`config.mk`:
```
export PLATFORM = sky130hd
export DESIGN_NAME = mac_dot_sequencer
export DESIGN_NICKNAME = d
export VERILOG_FILES = /design/src/rtl/mac_dot_sequencer.sv
export SDC_FILE = /design/constraint.sdc
export NUM_CORES = 1
export LEC_CHECK = 0
export ABC_AREA = 1
export CORE_UTILIZATION = 36
export CTS_CLUSTER_DIAMETER = 80
export CTS_CLUSTER_SIZE = 24
export DETAILED_ROUTE_END_ITERATION = 6
export PLACE_DENSITY = 0.65
export REMOVE_ABC_BUFFERS = 1
export SETUP_SLACK_MARGIN = 0.3
export SLEW_MARGIN = 10
export SYNTH_ARGS = -nofsm -noshare
export SYNTH_HDL_FRONTEND = slang
export SYNTH_SLANG_ARGS = --single-unit
```
`constraint.sdc`:
```
create_clock -name clk -period 2.05 [get_ports clk]
set_clock_uncertainty 0.15 [all_clocks]
set_input_delay 0.41 -clock clk [delete_from_list [all_inputs] [get_ports clk]]
set_output_delay 0.41 -clock clk [all_outputs]
set_load 0.01 [all_outputs]
```
`src/rtl/mac_dot_sequencer.sv`:
```
// mac_dot_sequencer: turns a free-running 3-stage FP16 MAC into a dot-product engine
// (clear, feed one pair per cycle, drain pipeline, hold result behind valid/ready).
module mac_dot_sequencer #(
  parameter int LEN_W   = 8,
  parameter int MAC_LAT = 3
) (
  input  logic             clk,
  input  logic             Asynch_Reset_n,
  input  logic             start,
  input  logic [LEN_W-1:0] vec_len,
  input  logic             in_valid,
  input  logic [15:0]      in_a,
  input  logic [15:0]      in_b,
  output logic             in_ready,
  output logic [15:0]      mac_numA,
  output logic [15:0]      mac_numB,
  output logic             mac_rst,
  input  logic [15:0]      mac_acc,
  output logic             res_valid,
  output logic [15:0]      res_data,
  input  logic             res_ready,
  output logic             busy
);
  localparam logic [2:0] IDLE  = 3'd0;
  localparam logic [2:0] CLEAR = 3'd1;
  localparam logic [2:0] FEED  = 3'd2;
  localparam logic [2:0] DRAIN = 3'd3;
  localparam logic [2:0] HOLD  = 3'd4;

  logic [2:0]       state_q, state_d;
  logic [LEN_W-1:0] len_q, len_d, cnt_q, cnt_d;
  logic [15:0]      a_q, a_d, b_q, b_d, rd_q, rd_d;
  logic             mrst_q, mrst_d, rv_q, rv_d, hs;

  assign in_ready  = state_q == FEED;
  assign busy      = state_q != IDLE;
  assign mac_numA  = a_q;
  assign mac_numB  = b_q;
  assign mac_rst   = mrst_q;
  assign res_valid = rv_q;
  assign res_data  = rd_q;

  always_comb begin
    state_d = state_q;
    len_d   = len_q;
    cnt_d   = cnt_q;
    rv_d    = rv_q;
    rd_d    = rd_q;
    hs      = state_q == FEED && in_valid;
    a_d     = hs ? in_a : 16'h0000;
    b_d     = hs ? in_b : 16'h0000;
    mrst_d  = state_q == IDLE && start && vec_len != '0;
    case (state_q)
      IDLE: if (start) begin
        if (vec_len != '0) begin
          len_d   = vec_len;
          state_d = CLEAR;
        end else begin
          rd_d    = 16'h0000;
          rv_d    = 1'b1;
          state_d = HOLD;
        end
      end
      CLEAR: begin
        cnt_d   = '0;
        state_d = FEED;
      end
      FEED: if (hs) begin
        cnt_d = cnt_q + LEN_W'(1);
        if (cnt_q == len_q - LEN_W'(1)) begin
          cnt_d   = LEN_W'(MAC_LAT);
          state_d = DRAIN;
        end
      end
      // counter reaching zero means the last product has landed in ACC_Result
      DRAIN: if (cnt_q == '0) begin
        rd_d    = mac_acc;
        rv_d    = 1'b1;
        state_d = HOLD;
      end else begin
        cnt_d = cnt_q - LEN_W'(1);
      end
      HOLD: if (res_ready) begin
        rv_d    = 1'b0;
        state_d = IDLE;
      end
      default: state_d = IDLE;
    endcase
  end

  always_ff @(posedge clk or negedge Asynch_Reset_n) begin
    if (!Asynch_Reset_n) begin
      state_q <= IDLE;
      len_q   <= '0;
      cnt_q   <= '0;
      a_q     <= 16'h0000;
      b_q     <= 16'h0000;
      mrst_q  <= 1'b1;
      rv_q    <= 1'b0;
      rd_q    <= 16'h0000;
    end else begin
      state_q <= state_d;
      len_q   <= len_d;
      cnt_q   <= cnt_d;
      a_q     <= a_d;
      b_q     <= b_d;
      mrst_q  <= mrst_d;
      rv_q    <= rv_d;
      rd_q    <= rd_d;
    end
  end
endmodule

```
# Word-level counts from Yosys, hierarchy flattened
# Index checks and enable logic that the tools add are counted.
# Widths: inputs -> output; s select.
# classes
add_sub_neg	3
eq_ne	12
muxes	22
reduce_logical	15
# ops
cell	count
$mux 16	5
$pmux 16 s2	1
$mux 8	3
$pmux 8 s3	1
$mux 3	6
$sub 8x1->8 const B	2
$pmux 3 s5	1
$ne 2x2->1 const B	5
$reduce_and 5->1	2
$reduce_bool 3->1	3
$add 8x1->8 const B	1
$eq 8x8->1	1
$logic_not 8->1	1
$reduce_bool 8->1	1
$eq 3x2->1 const B	2
$reduce_and 3->1	2
$mux 1	4
$ne 2x1->1 const B	2
$reduce_and 4->1	1
$eq 3x1->1 const B	1
$eq 3x3->1 const B	1
$logic_and 1x1->1	3
$logic_not 3->1	1
$pmux 1 s3	1
$reduce_bool 2->1	1
# word_totals
register_bits	69
input_bits	61
output_inout_bits	52
word_cells	60

# Longest topological paths before layout
# logic_depth
ltp_word	5
mapped_depth	15
ltp_nobuf	15

# Worst setup path before layout
# Ideal clock, no wire load.
# synth_path
path_type	register to register
startpoint	reg cnt_q[0]
endpoint	reg rd_q[10], in the netlist res_data[10]
setup_time_ns	0.116
t_arrival_ns	1.585
required_ns	1.784
setup_slack_ns	0.199
path_stages_with_launch	13
path_buffers	1
synth_period_minus_slack_ns	1.851
cell_sequence	dfrtp_1 > inv_1 > ha_1 > nand3_2 > nor2_8 > nor2_2 > a21oi_2 > inv_2 > nor2_4 > inv_4 > buf_12 > nand2_4 > nand2_2
# synth_via
elab_chain_cells	3
# synth_rtl
item	line	source
from (decl)	31	logic [LEN_W-1:0] len_q, len_d, cnt_q, cnt_d;
from (signal assigned)	104	cnt_q <= cnt_d;
$logic_not 8->1	76	DRAIN: if (cnt_q == '0) begin
$ne 2x2->1 (no line)	-	
$reduce_and 4->1 (no line)	-	
to (signal assigned)	109	rd_q <= rd_d;
to (decl)	32	logic [15:0] a_q, a_d, b_q, b_d, rd_q, rd_d;
# Every way passes these cells.
# A chain may end at the register's enable or synchronous reset.

# Worst setup path after layout
# layout_path
startpoint	reg len_q[1]
endpoint	reg cnt_q[7]
# layout_via
elab_chain_cells	5
# layout_rtl
item	line	source
from (decl)	31	
from (signal assigned)	103	len_q <= len_d;
$sub 8x1->8	70	if (cnt_q == len_q - LEN_W'(1)) begin
$eq 8x8->1	70	
$mux 8	70	
$mux 8	68	FEED: if (hs) begin
$pmux 8 s3	53	case (state_q)
# Every way passes these cells. The select of a mux whose other input is x is not followed.

==> flow_summary.json <==
{
  "port_buffers": 112,
  "worstPathMaxFanout": 7,
  "setup_viol_count_final": 0,
  "hold_viol": 0,
  "drtPass1Iterations": 4,
  "finalPower_mw": 7.29,
  "drc": 0,
  "gp_congestion": 0.882,
  "via_per_inst": 4.46,
  "syn_area_per_cell_um2": 8.45,
  "syn2layout_area_growth_pct": 51.8,
  "dpl_cell_area_mm2": 0.00474,
  "grt_start_max_net_pins": 70,
  "antenna_found_initial": 0,
  "clock-root-buffer": "clkbuf_8",
  "yosysTopAreaCellShare_pct": 49.1,
  "num_io_pins": 113,
  "slew-limit-headroom_pct": 75.0,
  "clk_path_buf_depth": 2,
  "crit_path_end_kind": "register",
  "drive_gt1_share_pct": 23.9,
  "fin_ws_ps": 141,
  "finalCriticalPeriod_ps": 1910,
  "grt_pass1_wl_mm": 14.4,
  "irDropWorstVdd_mv": 0.587,
  "layout.nets": 625,
  "grtUsageTotal_pct": 18.4,
  "hp-start": "res_data[5]",
  "drv_slew": 0,
  "required_ps": 2120,
  "dieHeight_um": 100,
  "tightest_slew_ps": 374,
  "start_util_pct": 37.3,
  "clock-sinks": 69,
  "dieWidth_um": 100,
  "routed_wl_mm": 8.68,
  "worstSetupStartpointType": "register",
  "synth_edf_count": 0,
  "synth.distinct_cells": 33,
  "cts_made_buffers": 9,
  "fmax_mhz": 524,
  "synth_top_area_cell": "dfrtp_1",
  "yosysSeqAreaShare_pct": 49.9,
  "wire_per_inst_um": 12.5,
  "rows": 35,
  "yosysMostFrequentCell": "nand2_1",
  "holdWs_ps": 331,
  "hold_class": "register to register",
  "final_cell_area_mm2": 0.00526,
  "tritoncts": "yes",
  "drv_cap": 0,
  "crit_start": "len_q[1]",
  "preCtsSetupSlack_ps": 2.50,
  "initialDrtViolationCount": 161,
  "yosys_warnings": 0,
  "rsz0062_at_grt": "true",
  "clk_pin_slew_worst_paths_ps": 80,
  "hpwl_mm": 6.03,
  "final_antenna_net_count": 0,
  "finalSetupTns_ps": 0,
  "cp.arrival_ps": 1980,
  "rr_worst_depth": 15,
  "path_class": "register to register",
  "diodes": 0,
  "synth_area_mm2": 0.00347,
  "fin_crit_sh_pct": 93.1,
  "coreArea_mm2": 0.00928,
  "status": "finished clean",
  "ys.flop_type": "dfrtp_1",
  "grt.overflow.total": 0,
  "synthTopCellsByArea": "dfrtp_1 (49%), nand2_1 (9.6%), nor2_1 (6.0%), inv_1 (5.8%), nand3_1 (4.0%)",
  "hold_depth": 2,
  "syn_inst": 410,
  "synthTopCellsByCount": "nand2_1 (89), dfrtp_1 (68), nor2_1 (55)",
  "grt_pass1_vias": 3089,
  "h-tree-depth": 3,
  "p_leak_nw": 2.88,
  "synthArstFlopShare_pct": 100,
  "power_density_mw_per_mm2": 1390,
  "ys_ff_latch": 69,
  "clk_latency_ps": 330,
  "route.vias.total": 3089,
  "rr_startpoint": "len_q[1]",
  "die_area_mm2": 0.0100
}
[report_power, final]
group          total [mW]  switching (mW)  leakage [nW]  internal [mW]
Sequential           2.10           0.312         0.907           1.78
Clock                1.23           0.512         0.105          0.716
Combinational        3.97            2.26          1.87           1.71
Total                7.29            3.09          2.88           4.21
[what timing repair did]
action | in CTS | in global routing
gates cloned | 2 | 0
hold buffers | 1 | 0
setup endpoints to repair | 86 | 37
setup buffers | 18 | 9
pin swaps | 12 | 14
resized for setup | 84 | 15
endpoints found under the hold margin | 68 | 0
[flip-flops by register name (all words and copies together), names as in the netlist]
name / flops
len_q: 8
res_valid: 1
mac_numA: 16
cnt_q: 8
res_data: 16
mac_numB: 16
mac_rst: 1
state_q: 3
[critical path, cell delays in order (launching register included)]
cell and delay [ps]:
dfrtp_1 400, inv_2 90, ha_4 160, inv_2 40, nand2_2 50, nand2_2 60
nand2_2 50, nand2_1 50, nor2_1 110, nand2_1 110, nor2_4 160, nand2_4 120
nand3_2 100, nand2_1 50, nand2_1 60, nand2_1 50
[per-layer routing]
metal,vias up,GRT usage [%],share of wire (%)
met5,-,0,0
met4,0,5.35,1.3
met3,12,8.43,10
met2,108,30.3,47
met1,1425,21.6,41
li1,1544,-,-
[final cells by class]
| cell class | count | area [um2] |
|---|---|---|
| fillers | 884 | 4020 |
| flip-flops and latches | 69 | 1740 |
| multi-input cells | 261 | 1490 |
| repair buffers | 150 | 1370 |
| inverters | 67 | 262 |
| well taps | 129 | 161 |
| clock buffers | 10 | 138 |
| clock inverters | 5 | 83.8 |
| repair inverters | 2 | 17.5 |
[cell families after synthesis]
kind of cell | count (synthesis) | synth area share (%)
XOR/XNOR | 12 | 3.03
buffers and inverters | 80 | 10.0
AO/OA/AOI/OAI | 26 | 4.26
adder cells (fa/ha/maj) | 4 | 1.44
flip-flops | 69 | 49.9
AND/OR/NAND/NOR | 219 | 31.4
[per-stage QoR]
stage / instances / util, %
final: 693 / 56.7
after global placement: 648 / 51.0
after floorplan: 397 / -
after detailed placement: 648 / 51.0
after CTS: 684 / 55.5
after global routing: 693 / 56.7
[cell usage in the layout (no fill, tap or decap), types with 3 or more instances in the layout]
master	netlist	routed
buf_4	3	34
nand2_4	9	10
buf_6	2	3
nand3_1	28	27
dlygate4sd2_1	0	50
inv_1	54	49
o21ai_0	10	10
nand3_2	8	7
dfrtp_2	0	6
clkdlybuf4s50_1	0	59
nor2_4	4	8
nand4_1	3	3
clkbuf_8	0	10
a21oi_1	5	5
nor2_1	55	53
xor2_1	11	10
dfrtp_1	68	62
inv_2	12	16
nor2_2	6	4
nand2_2	11	15
o21ai_1	6	6
nand2_1	89	84
[worst paths after layout]
kind                                endpoint  slack [ps]
worst max-delay path                cnt_q[7]         140
worst max register to register      cnt_q[7]         140
min in group asynchronous       mac_numA[10]         460
worst min register to register   res_data[5]         330
worst min-delay path             res_data[5]         330
max in group asynchronous           cnt_q[2]         950
Power figures use the tool's default switching activity.
